**config.mk**
```make
export PLATFORM = sky130hd
export DESIGN_NAME = soc_system_onchip_mem_arbiter
export DESIGN_NICKNAME = d
export VERILOG_FILES = /design/src/rtl/soc_system_memarb_pkg.sv /design/src/rtl/soc_system_memarb_pick.sv /design/src/rtl/soc_system_onchip_mem_arbiter.sv
export SDC_FILE = /design/constraint.sdc
export NUM_CORES = 1
export LEC_CHECK = 0
export ABC_AREA = 1
export ABC_CLOCK_PERIOD_IN_PS = 2400
export CORE_AREA = 5 5 175 177
export DETAILED_ROUTE_END_ITERATION = 6
export DIE_AREA = 0 0 180 182
export PLACE_DENSITY = 0.41
export SYNTH_ARGS = -nofsm -noshare
export SYNTH_HDL_FRONTEND = slang
export SYNTH_HIERARCHICAL = 1
export SYNTH_SLANG_ARGS = --single-unit
```
**constraint.sdc**
```tcl
create_clock -name clk -period 2.4 [get_ports clk]
set_input_delay 0.24 -clock clk [delete_from_list [all_inputs] [get_ports clk]]
set_output_delay 0.24 -clock clk [all_outputs]
set_load 0.01 [all_outputs]
```
**src/rtl/soc_system_memarb_pkg.sv**
```systemverilog
// Shared types and sizes for the on-chip RAM arbiter.
package soc_system_memarb_pkg;

    localparam int ADDR_W = 13;
    localparam int DATA_W = 64;
    localparam int BE_W   = 8;

    typedef enum logic [1:0] {
        ST_RUN    = 2'd0,
        ST_DRAIN  = 2'd1,
        ST_FROZEN = 2'd2
    } state_t;

    typedef logic port_id_t;

    typedef struct packed {
        logic     valid;
        port_id_t port;
    } read_tag_t;

endpackage

```
**src/rtl/soc_system_memarb_pick.sv**
```systemverilog
// Two-way request picker; MEMARB_ROUND_ROBIN_EN selects round robin, otherwise port 0 always wins.
module soc_system_memarb_pick
    import soc_system_memarb_pkg::*;
(
    input  logic [1:0] req,
`ifdef MEMARB_ROUND_ROBIN_EN
    input  port_id_t   ptr,
`endif
    output logic [1:0] grant
);

    // One-hot grant from the current requests
    always_comb begin
        grant = 2'b00;
`ifdef MEMARB_ROUND_ROBIN_EN
        if (req == 2'b11) begin
            grant = (ptr == 1'b1) ? 2'b10 : 2'b01;
        end else begin
            grant = req;
        end
`else
        if (req[0]) begin
            grant = 2'b01;
        end else if (req[1]) begin
            grant = 2'b10;
        end else begin
            grant = 2'b00;
        end
`endif
    end

endmodule

```
**src/rtl/soc_system_onchip_mem_arbiter.sv**
```systemverilog
// Shares one single-port RAM between two Avalon-MM masters, with freeze/drain for clock gating.
// Optional feature macro: MEMARB_ROUND_ROBIN_EN (two-way round robin instead of fixed priority).
module soc_system_onchip_mem_arbiter
    import soc_system_memarb_pkg::*;
#(
    parameter int ADDR_W = soc_system_memarb_pkg::ADDR_W,
    parameter int DATA_W = soc_system_memarb_pkg::DATA_W,
    parameter int BE_W   = soc_system_memarb_pkg::BE_W
) (
    input  logic              clk,
    input  logic              reset,
    input  logic              freeze,
    output logic              frozen,
    input  logic [ADDR_W-1:0] p0_address,
    input  logic [BE_W-1:0]   p0_byteenable,
    input  logic              p0_read,
    input  logic              p0_write,
    input  logic [DATA_W-1:0] p0_writedata,
    output logic              p0_waitrequest,
    output logic [DATA_W-1:0] p0_readdata,
    output logic              p0_readdatavalid,
    input  logic [ADDR_W-1:0] p1_address,
    input  logic [BE_W-1:0]   p1_byteenable,
    input  logic              p1_read,
    input  logic              p1_write,
    input  logic [DATA_W-1:0] p1_writedata,
    output logic              p1_waitrequest,
    output logic [DATA_W-1:0] p1_readdata,
    output logic              p1_readdatavalid,
    output logic [ADDR_W-1:0] mem_address,
    output logic [BE_W-1:0]   mem_byteenable,
    output logic [DATA_W-1:0] mem_writedata,
    output logic              mem_chipselect,
    output logic              mem_write,
    output logic              mem_clken,
    input  logic [DATA_W-1:0] mem_readdata
);

    state_t     state_r, state_next_s;
    read_tag_t  tag_r, tag_next_s;
    logic [1:0] req_s, pick_s, grant_s;
    logic       open_s, gnt_valid_s, gnt_read_s, gnt_write_s;
    port_id_t   sel_s;

    assign req_s = {p1_read | p1_write, p0_read | p0_write};

    // Grants are blocked combinationally in reset, on freeze and outside RUN
    assign open_s  = (state_r == ST_RUN) && !freeze && !reset;
    assign grant_s = open_s ? pick_s : 2'b00;

`ifdef MEMARB_ROUND_ROBIN_EN
    port_id_t ptr_r;

    // Round-robin pointer moves away from the winner of a contested grant
    always_ff @(posedge clk or posedge reset) begin
        if (reset) begin
            ptr_r <= 1'b0;
        end else if ((grant_s != 2'b00) && (req_s == 2'b11)) begin
            ptr_r <= ~sel_s;
        end else begin
            ptr_r <= ptr_r;
        end
    end

    soc_system_memarb_pick u_pick (
        .req   (req_s),
        .ptr   (ptr_r),
        .grant (pick_s)
    );
`else
    soc_system_memarb_pick u_pick (
        .req   (req_s),
        .grant (pick_s)
    );
`endif

    // Steer the granted port onto the RAM bus
    always_comb begin
        sel_s          = 1'b0;
        mem_address    = p0_address;
        mem_byteenable = p0_byteenable;
        mem_writedata  = p0_writedata;
        gnt_read_s     = p0_read;
        gnt_write_s    = p0_write;
        if (grant_s[1]) begin
            sel_s          = 1'b1;
            mem_address    = p1_address;
            mem_byteenable = p1_byteenable;
            mem_writedata  = p1_writedata;
            gnt_read_s     = p1_read;
            gnt_write_s    = p1_write;
        end else begin
            sel_s          = 1'b0;
        end
    end

    assign gnt_valid_s    = |grant_s;
    assign mem_chipselect = gnt_valid_s;
    assign mem_write      = gnt_valid_s & gnt_write_s;
    assign p0_waitrequest = ~grant_s[0];
    assign p1_waitrequest = ~grant_s[1];

    // A read combined with a write is treated as a write only, so it gets no return tag
    assign tag_next_s.valid = gnt_valid_s & gnt_read_s & ~gnt_write_s;
    assign tag_next_s.port  = sel_s;

    assign p0_readdatavalid = tag_r.valid && (tag_r.port == 1'b0);
    assign p1_readdatavalid = tag_r.valid && (tag_r.port == 1'b1);
    assign p0_readdata      = p0_readdatavalid ? mem_readdata : {DATA_W{1'b0}};
    assign p1_readdata      = p1_readdatavalid ? mem_readdata : {DATA_W{1'b0}};

    assign mem_clken = (state_r != ST_FROZEN);
    assign frozen    = (state_r == ST_FROZEN);

    // Freeze sequencing; DRAIN is only needed when a read return is still pending
    always_comb begin
        state_next_s = state_r;
        case (state_r)
            ST_RUN: begin
                if (freeze) begin
                    state_next_s = tag_r.valid ? ST_DRAIN : ST_FROZEN;
                end else begin
                    state_next_s = ST_RUN;
                end
            end
            ST_DRAIN: begin
                if (!freeze) begin
                    state_next_s = ST_RUN;
                end else if (!tag_r.valid) begin
                    state_next_s = ST_FROZEN;
                end else begin
                    state_next_s = ST_DRAIN;
                end
            end
            ST_FROZEN: begin
                if (!freeze) begin
                    state_next_s = ST_RUN;
                end else begin
                    state_next_s = ST_FROZEN;
                end
            end
            default: state_next_s = ST_RUN;
        endcase
    end

    // State and read tag registers; reset drops any in-flight read
    always_ff @(posedge clk or posedge reset) begin
        if (reset) begin
            state_r <= ST_RUN;
            tag_r   <= '{valid: 1'b0, port: 1'b0};
        end else begin
            state_r <= state_next_s;
            tag_r   <= tag_next_s;
        end
    end

endmodule

```
After elaboration in Yosys (flattened, before gate mapping):

Index checks and enable logic that the tools add are counted.

* bits in latches: 0
* bits in writable memories: 0
* output and inout bits: 221
* ROM bits: 0
* memories kept: 0
* input bits: 241
* register bits: 4

* multipliers: 0
* bitwise logic cells: 9
* magnitude comparators: 0
* shifts and indexed selects: 0
* divide/modulo/power cells: 0
* add/subtract/negate cells: 0
* reduce and logical (&&, ||, !) cells: 9
* eq/ne operators: 3
* multiplexer cells: 15

Operators with widths (count)
* $mux 64: 3
* $mux 13: 1
* $mux 2: 6
* $mux 8: 1
* $logic_and 1x1->1: 4
* $not 1->1: 4
* $pmux 2 s2: 1
* $reduce_or 2->1: 2
* $and 1x1->1: 3
* $mux 1: 3
* $eq 2x1->1 const B: 1
* $eq 2x2->1 const B: 1
* $logic_not 1->1: 2
* $logic_not 2->1: 1
* $ne 2x2->1 const B: 1
* $or 1x1->1: 2

Logic depth before layout (Yosys ltp):

* depth in word-level cells: 7
* mapped depth: 9
* mapped depth without buffers: 8

By module:

Netlist, hierarchy kept.

By module, submodules not included
* soc_system_onchip_mem_arbiter: seq. area each 100.1 um^2, times used 1, area an instance 2067.0 um^2, cells an instance 512
* soc_system_memarb_pick: seq. area each 0.0 um^2, times used 1, area an instance 17.5 um^2, cells an instance 3

Least setup slack after synthesis:

No wires, ideal clock.

* path type: input-to-output
* from: input p0_write
* to: output mem_write
* slack: 0.720 ns
* data arrival time: 1.440 ns
* required time: 2.160 ns
* cell stages on the path: 6
* cell sequence: or2_2 -> nor2_2 -> nand3_2 -> buf_2 -> nand2_1 -> a21boi_1

* word-level cells in the longest chain between the ends: 5

Ends and longest elaborated chain
* from (decl): line soc_system_onchip_mem_arbiter.sv:17 `input logic p0_write,`
* $or 1x1->1: line soc_system_onchip_mem_arbiter.sv:45 `assign req_s = {p1_read | p1_write, p0_read | p0_write};`
* $mux 2: line soc_system_memarb_pick.sv:22 `if (req[0]) begin`
* net pick_s[1]: line soc_system_onchip_mem_arbiter.sv:41 `logic [1:0] req_s, pick_s, grant_s;`
* $mux 2: line soc_system_onchip_mem_arbiter.sv:49 `assign grant_s = open_s ? pick_s : 2'b00;`
* $reduce_or 2->1: line soc_system_onchip_mem_arbiter.sv:97 `assign gnt_valid_s = |grant_s;`
* net mem_chipselect: line soc_system_onchip_mem_arbiter.sv:33 `output logic mem_chipselect,`
* $and 1x1->1: line soc_system_onchip_mem_arbiter.sv:99 `assign mem_write = gnt_valid_s & gnt_write_s;`
* to (decl): line soc_system_onchip_mem_arbiter.sv:34 `output logic mem_write,`

The timed path passes the listed nets, and every way through them passes these cells.

Final worst setup path:

* from: input p0_read
* to: output mem_writedata[22]

* word-level cells in the longest chain between the ends: 4

Ends and longest elaborated chain
* from (decl): line soc_system_onchip_mem_arbiter.sv:16 `input logic p0_read,`
* $or 1x1->1: line soc_system_onchip_mem_arbiter.sv:45
* net req_s[0]: line soc_system_onchip_mem_arbiter.sv:41
* $mux 2: line soc_system_memarb_pick.sv:22
* net pick_s[1]: line soc_system_onchip_mem_arbiter.sv:41
* $mux 2: line soc_system_onchip_mem_arbiter.sv:49
* $mux 64: line soc_system_onchip_mem_arbiter.sv:85 `if (grant_s[1]) begin`
* to (decl): line soc_system_onchip_mem_arbiter.sv:32 `output logic [DATA_W-1:0] mem_writedata,`

The timed path passes the listed nets, and every way through them passes these cells.

==> metrics.md <==
| Metric | Value |
|---|---|
| Status | finished, final reports clean |
| Crit. Startpoint | p0_read |
| WL/cell | 15.89 um |
| Top delay family on crit path | buffers and inverters |
| Vias in the first global route | 5082 |
| Synth Cell Area | 2084 um2 |
| Num rows | 63 |
| RSZ-0062 raised after global routing | true |
| Most common cell after layout, fill and taps aside | clkdlybuf4s50_1 |
| Most frequent CP cell | nand2_1 |
| Reg clk slew, reported paths | 30 ps |
| DP Wirelength | 18.45 mm |
| CP cell instances | clkdlybuf4s50_1, or2_4, nor2_4, nand3_4, buf_6, bufbuf_16, nand2_1, nand2_1, dlygate4sd2_1 |
| CP Capture Type | primary output |
| Most frequent cells in the layout | clkdlybuf4s50_1, nand2_1, nor2_1 |
| Clock root cell | clkbuf_16 |
| Fmax | 431.9 MHz |
| Initial antenna violation count | 1 |
| Worst vdd ir | 0.1122 mV |
| Total grt overflow | 0 |
| Drt first pass iters | 4 |
| Fin. max-slew vios | 0 |
| Reg2Reg Depth | 8 |
| Ys Warns | 6 |
| Syn_area_per_cell | 4.048 um2 |
| Finished Core Util | 25.93% |
| Initial Util | 7.167% |
| 1st-iter DRT viols | 100 |
| Largest net degree at the start of global routing | 43 |
| Hold crit path type | in2async |
| Leading post-synthesis cells by cell area | nand2_1, nor2_1, inv_1, dfrtp_1, clkbuf_1 |
| Die Ht | 182 um |
| Filler instances | 3259 |
| DP Cell Count | 1360 |
| Register bit total from synthesis | 4 |
| Worst slew pin tran | 454.5 ps |
| Final GP Congestion | 0.8226 |
| Crit-path max cell delay | 450 ps |
| First-pass GRT wire length | 31.32 mm |
| H-tree depth | 1 |
| Share of layout cells above drive strength 1 | 6.599% |
| Nets | 1228 |
| Routed wire length | 21.86 mm |
| Die Area | 32760 um2 |
| PD cells | 159.7 nW/um2 |
| Register area share after synthesis | 4.802% |
| Clk_skew | 0.5498 ps |
| Req. time, crit path | 2160 ps |
| Area Overhead vs Synth | 261.8% |
| CP Max Fanout | 20 |
| Post-Synthesis Cells | 515 |
| Vias | 4668 |
| Relative slew slack | 69.70% |
| Final Critical Period | 2315 ps |
| Tcrit/Tclk final | 96.48% |
| Reg2reg setup slack | 650 ps |
| Clock tree buffer depth | 2 |
| Setup violations, final | 0 |
| RR Startpoint | state_r[0] |
| Top cell type's share of synthesized area | 47.00% |
| Clock latency on the worst-skew pair | 220 ps |
| Critical path class | in2out |
| Total of max-cap violations | 0 |
| # IOs | 462 |
| Area leader, netlist | nand2_1 |
| Data arrival time of the worst path | 2080 ps |
| CTS Buf Count | 3 |
| CTS tree | yes |
| Nature of the critical path startpoint | input port |
| Worst path bufs/invs | 4 |
| Core Region | 29090 um2 |
| Yosys cell types | 18 |
| Antenna-violating nets left | 0 |
| Fin. Hold Viols | 0 |
| All-Layer GR Usage | 12.22% |
| Lkg Pwr | 3.652 nW |
| Via-to-Cell Ratio | 3.392 |
| CP max-delay cell | clkdlybuf4s50_1 |
| Post-Syn Nets | 756 |
| Fin cells | 1376 |
| DR DRC count | 0 |
| R2R Path End | tag_r[1] |
| Clock sink count | 4 |
| Port Buffers | 461 |
| Die width | 180 um |
-- cells in the mapped netlist --
master,count
nand3_2,1
nand3_1,2
a21oi_1,1
nand2_1,261
buf_6,1
clkbuf_1,15
buf_4,5
buf_1,5
a21boi_1,1
nand4_1,2
buf_2,6
nor3_1,1
inv_1,72
nor2_2,3
or2_2,2
nor2_1,131
inv_2,2
dfrtp_1,4
-- cell families (layout without fill, tap and decap cells) --
family          Yosys count  after routing  synth area share (%)
simple gates            403            403                 73.89
compound gates            2              2                0.6001
buf+inv                 106            576                 20.71
flops                     4              4                 4.802
other cells               0              1                     0
-- per-stage QoR --
step / TNS, ps / setup WS (ps) / area (um2) / total power [mW] / hold WS (ps)
after floorplan: 0 / 720.1 / 2085 / 0.2943 / 6.082
after global placement: -16000 / -252.8 / 7311 / 1.011 / 466.6
after detailed placement: -16210 / -230.0 / 7311 / 1.003 / 477.9
after CTS: 0 / 1.498 / 7473 / 1.225 / 262.5
after global routing: -10.49 / -10.49 / 7541 / 1.292 / 305.0
final: 0 / 84.51 / 7541 / 1.204 / 259.5
-- per-layer routing --
layer,vias to the layer above,global-route usage [%],wire length [um]
met2,286,22.66,10880
met1,1974,13.66,8729
met5,-,0,0
li1,2396,-,-
met3,12,4.167,1984
met4,0,2.286,263
-- worst max path at each step --
stage	end	slack [ps]	depth (start not counted)
after global routing	mem_writedata[42]	-10	11
after detailed placement	mem_byteenable[4]	-230	10
after floorplan	mem_write	720	6
final	mem_writedata[22]	80	9
after CTS	mem_writedata[53]	1	11
after global placement	mem_writedata[8]	-250	10
-- report_power, final --
group | switching (mW) | leakage (nW) | internal [mW] | total [mW]
clock | 0.0438 | 0.0370 | 0.213 | 0.256
sequential | 0.00187 | 0.0539 | 0.0703 | 0.0722
combinational | 0.321 | 3.56 | 0.554 | 0.876
-- sequential cells by signal, indices dropped and copies added, names as in the netlist --
register / flops
state_r: 2
tag_r: 2
-- repair_timing --
item,CTS,global route
resized for setup,120,29
setup endpoints to repair,87,29
pin swaps,0,1
buffers inserted,3,5
hold buffers,0,0
gates cloned,3,1
-- cell type report --
class | instances | area (um2) | share of cell area, %
Antenna cell | 1 | 2.502 | 0.03318
Clock buffer | 3 | 75.07 | 0.9955
Inverter | 74 | 285.3 | 3.783
Multi-Input combinational cell | 405 | 1570 | 20.82
Sequential cell | 4 | 100.1 | 1.327
Tap cell | 390 | 488.0 | 6.471
Timing Repair Buffer | 499 | 5020 | 66.57
(Power assumes the default switching activity.)
